$ cat src/rtl/traffic_light_renderer.sv
// Traffic-light sprite renderer for the VGA path.
// Each accepted screen pixel is classified as outline, lit lamp, dim lamp or
// transparent. The result appears two cycles after the pixel is accepted.
// Lamp commands and blink enable are latched once per frame. A frame-counted
// blink phase is kept internally.
module traffic_light_renderer #(
    parameter int COORD_W      = 10,
    parameter int SPRITE_W     = 40,
    parameter int SPRITE_H     = 40,
    parameter int NUM_LAMPS    = 2,
    parameter int BORDER       = 2,
    parameter int LAMP_R       = 8,
    parameter int BLINK_FRAMES = 30
) (
    input  logic                 clk,
    input  logic                 reset,
    input  logic                 frame_start,
    input  logic                 pix_valid,
    input  logic [COORD_W-1:0]   pix_x,
    input  logic [COORD_W-1:0]   pix_y,
    input  logic [COORD_W-1:0]   origin_x,
    input  logic [COORD_W-1:0]   origin_y,
    input  logic [NUM_LAMPS-1:0] lamp_on,
    input  logic                 blink_en,
    output logic                 out_valid,
    output logic                 out_draw,
    output logic [1:0]           out_color,
    output logic [1:0]           out_lamp
);

    // S holds a signed sprite-relative coordinate. D leaves headroom for
    // subtracting a lamp centre from it.
    localparam int S     = COORD_W + 1;
    localparam int D     = COORD_W + 2;
    localparam int PITCH = (SPRITE_H - 2 * BORDER) / (2 * NUM_LAMPS);
    localparam int CX    = SPRITE_W / 2;
    localparam int CNT_W = (BLINK_FRAMES > 1) ? $clog2(BLINK_FRAMES) : 1;

    localparam logic signed [S-1:0] SW_S     = S'(SPRITE_W);
    localparam logic signed [S-1:0] SH_S     = S'(SPRITE_H);
    localparam logic signed [S-1:0] BORD_S   = S'(BORDER);
    localparam logic signed [S-1:0] SW_IN_S  = S'(SPRITE_W - BORDER);
    localparam logic signed [S-1:0] SH_IN_S  = S'(SPRITE_H - BORDER);
    localparam logic [D-1:0]        CX_D     = D'(CX);
    localparam logic [2*D:0]        R2       = (2*D+1)'(LAMP_R * LAMP_R);
    localparam logic [CNT_W-1:0]    CNT_LAST = CNT_W'(BLINK_FRAMES - 1);

    // Per-frame latched controls and blink state.
    logic [NUM_LAMPS-1:0] lampOnLat_q, lampOnLat_d;
    logic                 blinkEnLat_q, blinkEnLat_d;
    logic [CNT_W-1:0]     frameCnt_q, frameCnt_d;
    logic                 blinkPhase_q, blinkPhase_d;

    // Stage 1 registers.
    logic                 v1_q, v1_d;
    logic                 inBox1_q, inBox1_d;
    logic                 border1_q, border1_d;
    logic signed [D-1:0]  dx1_q, dx1_d;
    logic signed [D-1:0]  dy1_q [NUM_LAMPS];
    logic signed [D-1:0]  dy1_d [NUM_LAMPS];
    logic [NUM_LAMPS-1:0] lit1_q, lit1_d;

    // Stage 2 registers.
    logic                 v2_q, v2_d;
    logic                 inBox2_q, inBox2_d;
    logic                 border2_q, border2_d;
    logic [NUM_LAMPS-1:0] hit2_q, hit2_d;
    logic [NUM_LAMPS-1:0] lit2_q, lit2_d;

    // Output registers.
    logic       outValid_q, outValid_d;
    logic       outDraw_q, outDraw_d;
    logic [1:0] outColor_q, outColor_d;
    logic [1:0] outLamp_q, outLamp_d;

    logic signed [S-1:0] sx, sy;

    // Frame latch and blink counter. A fresh enable of blinking restarts the
    // half-period in the visible phase.
    always_comb begin
        lampOnLat_d  = lampOnLat_q;
        blinkEnLat_d = blinkEnLat_q;
        frameCnt_d   = frameCnt_q;
        blinkPhase_d = blinkPhase_q;
        if (frame_start) begin
            lampOnLat_d  = lamp_on;
            blinkEnLat_d = blink_en;
            if (blink_en && !blinkEnLat_q) begin
                frameCnt_d   = '0;
                blinkPhase_d = 1'b1;
            end else if (frameCnt_q == CNT_LAST) begin
                frameCnt_d   = '0;
                blinkPhase_d = ~blinkPhase_q;
            end else begin
                frameCnt_d = frameCnt_q + CNT_W'(1);
            end
        end
    end

    // Stage 1: sprite-relative coordinates, box and border tests, lamp offsets.
    // The lit mask is captured here, so a pixel uses the controls latched
    // when it was accepted.
    always_comb begin
        sx = $signed({1'b0, pix_x}) - $signed({1'b0, origin_x});
        sy = $signed({1'b0, pix_y}) - $signed({1'b0, origin_y});
        v1_d      = pix_valid;
        inBox1_d  = !sx[S-1] && (sx < SW_S) && !sy[S-1] && (sy < SH_S);
        border1_d = (sx < BORD_S) || (sx >= SW_IN_S) ||
                    (sy < BORD_S) || (sy >= SH_IN_S);
        dx1_d     = $signed({sx[S-1], sx}) - $signed(CX_D);
        for (int i = 0; i < NUM_LAMPS; i++) begin
            dy1_d[i]  = $signed({sy[S-1], sy}) -
                        $signed(D'(BORDER + (2 * i + 1) * PITCH));
            lit1_d[i] = lampOnLat_q[i] && (!blinkEnLat_q || blinkPhase_q);
        end
    end

    // Stage 2: circle membership test for every lamp, using full-width squares.
    always_comb begin
        logic [D-1:0]   magX, magY;
        logic [2*D-1:0] wideX, wideY;
        logic [2*D:0]   dist2;
        v2_d      = v1_q;
        inBox2_d  = inBox1_q;
        border2_d = border1_q;
        lit2_d    = lit1_q;
        hit2_d    = '0;
        magX      = dx1_q[D-1] ? D'(-dx1_q) : D'(dx1_q);
        wideX     = {{D{1'b0}}, magX};
        for (int i = 0; i < NUM_LAMPS; i++) begin
            magY      = dy1_q[i][D-1] ? D'(-dy1_q[i]) : D'(dy1_q[i]);
            wideY     = {{D{1'b0}}, magY};
            dist2     = {1'b0, wideX * wideX} + {1'b0, wideY * wideY};
            hit2_d[i] = (dist2 <= R2);
        end
    end

    // Output stage priority: outside the box, then outline, then the lowest
    // hit lamp, otherwise transparent. Bubbles produce all-zero outputs.
    always_comb begin
        outValid_d = v2_q;
        outDraw_d  = 1'b0;
        outColor_d = 2'd0;
        outLamp_d  = 2'd0;
        if (v2_q && inBox2_q) begin
            if (border2_q) begin
                outDraw_d = 1'b1;
            end else begin
                for (int i = NUM_LAMPS - 1; i >= 0; i--) begin
                    if (hit2_q[i]) begin
                        outDraw_d  = 1'b1;
                        outColor_d = lit2_q[i] ? 2'd1 : 2'd2;
                        outLamp_d  = 2'(i);
                    end
                end
            end
        end
    end

    // All state registers. Reset clears in-flight pixels and the latched
    // controls.
    always_ff @(posedge clk or posedge reset) begin
        if (reset) begin
            lampOnLat_q  <= '0;
            blinkEnLat_q <= 1'b0;
            frameCnt_q   <= '0;
            blinkPhase_q <= 1'b1;
            v1_q         <= 1'b0;
            inBox1_q     <= 1'b0;
            border1_q    <= 1'b0;
            dx1_q        <= '0;
            for (int i = 0; i < NUM_LAMPS; i++) dy1_q[i] <= '0;
            lit1_q       <= '0;
            v2_q         <= 1'b0;
            inBox2_q     <= 1'b0;
            border2_q    <= 1'b0;
            hit2_q       <= '0;
            lit2_q       <= '0;
            outValid_q   <= 1'b0;
            outDraw_q    <= 1'b0;
            outColor_q   <= 2'd0;
            outLamp_q    <= 2'd0;
        end else begin
            lampOnLat_q  <= lampOnLat_d;
            blinkEnLat_q <= blinkEnLat_d;
            frameCnt_q   <= frameCnt_d;
            blinkPhase_q <= blinkPhase_d;
            v1_q         <= v1_d;
            inBox1_q     <= inBox1_d;
            border1_q    <= border1_d;
            dx1_q        <= dx1_d;
            for (int i = 0; i < NUM_LAMPS; i++) dy1_q[i] <= dy1_d[i];
            lit1_q       <= lit1_d;
            v2_q         <= v2_d;
            inBox2_q     <= inBox2_d;
            border2_q    <= border2_d;
            hit2_q       <= hit2_d;
            lit2_q       <= lit2_d;
            outValid_q   <= outValid_d;
            outDraw_q    <= outDraw_d;
            outColor_q   <= outColor_d;
            outLamp_q    <= outLamp_d;
        end
    end

    assign out_valid = outValid_q;
    assign out_draw  = outDraw_q;
    assign out_color = outColor_q;
    assign out_lamp  = outLamp_q;

endmodule

$ cat config.mk
export PLATFORM = sky130hd
export DESIGN_NAME = traffic_light_renderer
export DESIGN_NICKNAME = d
export VERILOG_FILES = /design/src/rtl/traffic_light_renderer.sv
export SDC_FILE = /design/constraint.sdc
export NUM_CORES = 1
export LEC_CHECK = 0
export ABC_CLOCK_PERIOD_IN_PS = 11110
export CAP_MARGIN = 0
export CORE_AREA = 2 2 195 197
export DETAILED_ROUTE_END_ITERATION = 10
export DIE_AREA = 0 0 197 199
export PLACE_DENSITY = 0.65
export SLEW_MARGIN = 0
export SYNTH_ARGS = -nofsm -noshare
export SYNTH_HDL_FRONTEND = slang
export SYNTH_SLANG_ARGS = --single-unit
export TNS_END_PERCENT = 30
$ cat constraint.sdc
create_clock -name clk -period 11.11 [get_ports clk]
set_input_delay 2.222 -clock clk [delete_from_list [all_inputs] [get_ports clk]]
set_output_delay 2.222 -clock clk [all_outputs]
set_load 0.05 [all_outputs]
==> metrics.csv <==
metric;value;unit
max-cap viol count;0;
WL/cell;16.2;µm
DRC violations left;0;
final worst path period need;10.40;ns
Mapped Cells;1858;
startpoint type of the worst setup path;flip-flop;
# diodes;0;
Vias;12500;
max-slew violation count;0;
setup ws final;0.707;ns
gr usage total;0.210;
I/O pin cnt;53;
Post-Syn Area per Cell;8.91;µm²
Die Y;199;µm
Pre-antenna DRT Iters;6;
synthesized flop and latch total;61;
Reg2Reg Setup Slack;0.71;ns
ys async rst share;1.00;
final net count;2444;
CP max stage delay;0.54;ns
max frequency;96.1;MHz
Max stage delay cell, worst path;fa_1;
Clock Tree Root;clkbuf_16;
required time worst endpoint;11.35;ns
crit end category;flip-flop;
first-pass GRT wire length;64800;µm
cell mode on critical path;fa_1;
critical path class;flip-flop to flip-flop;
synth-to-layout area growth;8.92;%
hold buffers post-CTS;0;
Worst Setup Slack post-DPL;0.536;ns
CP Max Fanout;8;
area of the multi-input gates;13300;µm²
hold_sp;v1_q$_DFF_PP0_;
YS warnings;0;
Worst-Margin Slew;1.15;ns
Max H-tree Level;3;
Finished Core Util;0.485;
Filler cells;3513;
worst min path class;flip-flop to flip-flop;
Reg-to-Reg Start;dx1_q[0]$_DFF_PP0_;
CTS Buffer Depth;2;
Worst Skew;0.0198;ns
initial core utilization;0.446;
register area share after synthesis;0.0923;
antenna violations before repair;2;
vias per cell;5.21;
Worst-path clk slew;0.06;ns
Final setup viols;0;
GP Congestion;0.885;
number of setup buffers added after CTS;0;
CTS tree;built;
# clock sinks;61;
fraction of layout cells with a size suffix above 1;0.0384;
worst path bufs/invs;6;
synthesized area;16600;µm²
Min-Delay Endpoint;outValid_d$_DFF_PP0_;
core area;37100;µm²
worst hold margin;0.345;ns
Buffers on Ports;51;
vias in the first global route;13300;
FF-to-FF End;hit2_q[1]$_DFF_PP0_;
number of cells upsized or downsized after cts;0;
family with the most delay on the worst path;adder cells;
initial drt markers;599;
outcome;completed;
Final Hold Fails;0;
critical path arrival;10.64;ns
remaining antenna violation count;0;
period utilisation layout;0.936;
Die Width;197;µm
largest net degree at the start of global routing;62;
row cnt;71;
Min-Delay Path Depth;0;
post-synth cell types;93;
Die Area;39200;µm²
Synth Flop Type;dfrtp_1;
R2R depth;33;
final wirelength;38800;µm
dpl hpwl;34100;µm
Relative slew margins;0.230;
Congestion Overflow GR;0;
register area;1530;µm²
EDFF count, synth;0;
worst-skew pair later-pin latency;0.35;ns
CTS buffer count;9;
## final cells by class
| cell class | instances | share of cell area |
|---|---|---|
| tap | 474 | 0.0329 |
| clock buffer | 9 | 0.0125 |
| inverter | 441 | 0.0918 |
| sequential | 61 | 0.0847 |
| clock inverter | 7 | 0.00541 |
| timing repair buffer | 64 | 0.0337 |
| multi-input combinational | 1345 | 0.739 |
## sequential cells by signal, summed over array words and instances, names as in the netlist
register	flops
out_valid	1
dx1_q	12
blinkPhase_q	1
dy1_q	23
out_draw	1
blinkEnLat_q	1
lit1_q	2
out_lamp	1
lit2_q	2
hit2_q	2
inBox1_q	1
frameCnt_q	5
border1_q	1
border2_q	1
v1_q	1
inBox2_q	1
lampOnLat_q	2
outValid_d	1
out_color	2
## cells in the final DEF, fill, tap and decap left out, types with 14 or more instances in the layout
cell and count:
mux2i_1 16, fa_1 284, nor2_1 167, o21ai_0 61
nand2_1 100, conb_1 23, nand2b_1 24, nor4_1 16
xnor2_1 59, a21o_1 18, dfrtp_1 60, ha_1 191
or3_1 14, clkdlybuf4s50_1 51, inv_1 437, nor3_1 18
xor2_1 42, a21oi_1 73, nand3_1 28
## synth_stat cells (4+ instances only)
master / count / area (µm²)
nand4_1: 9 / 56.3
xnor2_1: 59 / 517
nand2_1: 100 / 375
nor3_1: 18 / 90.1
fa_1: 284 / 5690
and3_1: 11 / 68.8
nor4_1: 16 / 100
inv_1: 438 / 1640
mux2i_1: 16 / 160
a21o_1: 18 / 135
o21ai_1: 4 / 20.0
and2_1: 9 / 56.3
o2111ai_1: 4 / 35.0
a211oi_1: 13 / 97.6
nor2b_1: 9 / 56.3
a311oi_1: 4 / 35.0
nor2_1: 167 / 627
nand2b_1: 24 / 150
mux2_2: 6 / 67.6
or2_2: 11 / 68.8
or3_1: 14 / 87.6
nand3b_1: 4 / 30.0
ha_1: 191 / 2390
clkbuf_1: 26 / 97.6
a21oi_1: 73 / 365
o31ai_1: 11 / 82.6
o211ai_1: 4 / 30.0
xor2_1: 45 / 394
dfrtp_1: 60 / 1500
o22ai_1: 5 / 31.3
nor3b_1: 5 / 37.5
o21bai_1: 11 / 82.6
o21a_1: 9 / 67.6
o21ai_0: 61 / 305
a31oi_1: 8 / 50.1
nand3_1: 28 / 140
## layer usage
metal,global-route usage,vias up,wire [µm]
met3,0.0258,70,1790
met4,0.0674,0,1180
met2,0.362,313,18900
li1,-,6011,-
met5,0,-,0
met1,0.274,6123,17000
## through the flow
step                      instance area [µm²]  setup TNS, ns  instances
final                                   18000              0       2401
after floorplan                         16600              0       1879
after CTS                               18000              0       2401
after global placement                  17700              0       2385
after detailed placement                17700              0       2385
after global routing                    18000        -0.0379       2401
## kinds of logic after synthesis
logic type      count (synthesis)  synth area share
compound gates                274             0.110
xor+xnor                      107            0.0587
fa+ha+maj                     475             0.488
buf+inv                       473             0.109
flops                          61            0.0923
mux                            22            0.0138
other cells                     2          0.000454
simple gates                  444             0.128
## worst reg2reg max path: cells and delay by family (launching register included)
kind	cells	cell delay (ns)
XOR/XNOR	2	0.64
AND/OR/NAND/NOR	6	1.42
adder cells (fa/ha/maj)	12	5.29
multiplexers	1	0.09
flip-flops	1	0.47
buffers and inverters	6	0.55
AO/OA/AOI/OAI	6	1.83
## worst max-delay path by stage
| stage | startpoint | end | slack (ns) | depth (start not counted) |
|---|---|---|---|---|
| detailed placement | dx1_q[0]$_DFF_PP0_ | hit2_q[0]$_DFF_PP0_ | 0.54 | 34 |
| global route | dx1_q[0]$_DFF_PP0_ | hit2_q[0]$_DFF_PP0_ | -0.04 | 34 |
| floorplan | dx1_q[0]$_DFF_PP0_ | hit2_q[1]$_DFF_PP0_ | 1.47 | 35 |
| finish | dx1_q[0]$_DFF_PP0_ | hit2_q[1]$_DFF_PP0_ | 0.71 | 33 |
| CTS | dx1_q[0]$_DFF_PP0_ | hit2_q[1]$_DFF_PP0_ | 0.51 | 33 |
| global placement | dx1_q[0]$_DFF_PP0_ | hit2_q[0]$_DFF_PP0_ | 0.83 | 34 |
Power is not shown: default switching activity piles up to over one toggle a cycle in this logic, so the estimate is an artifact.
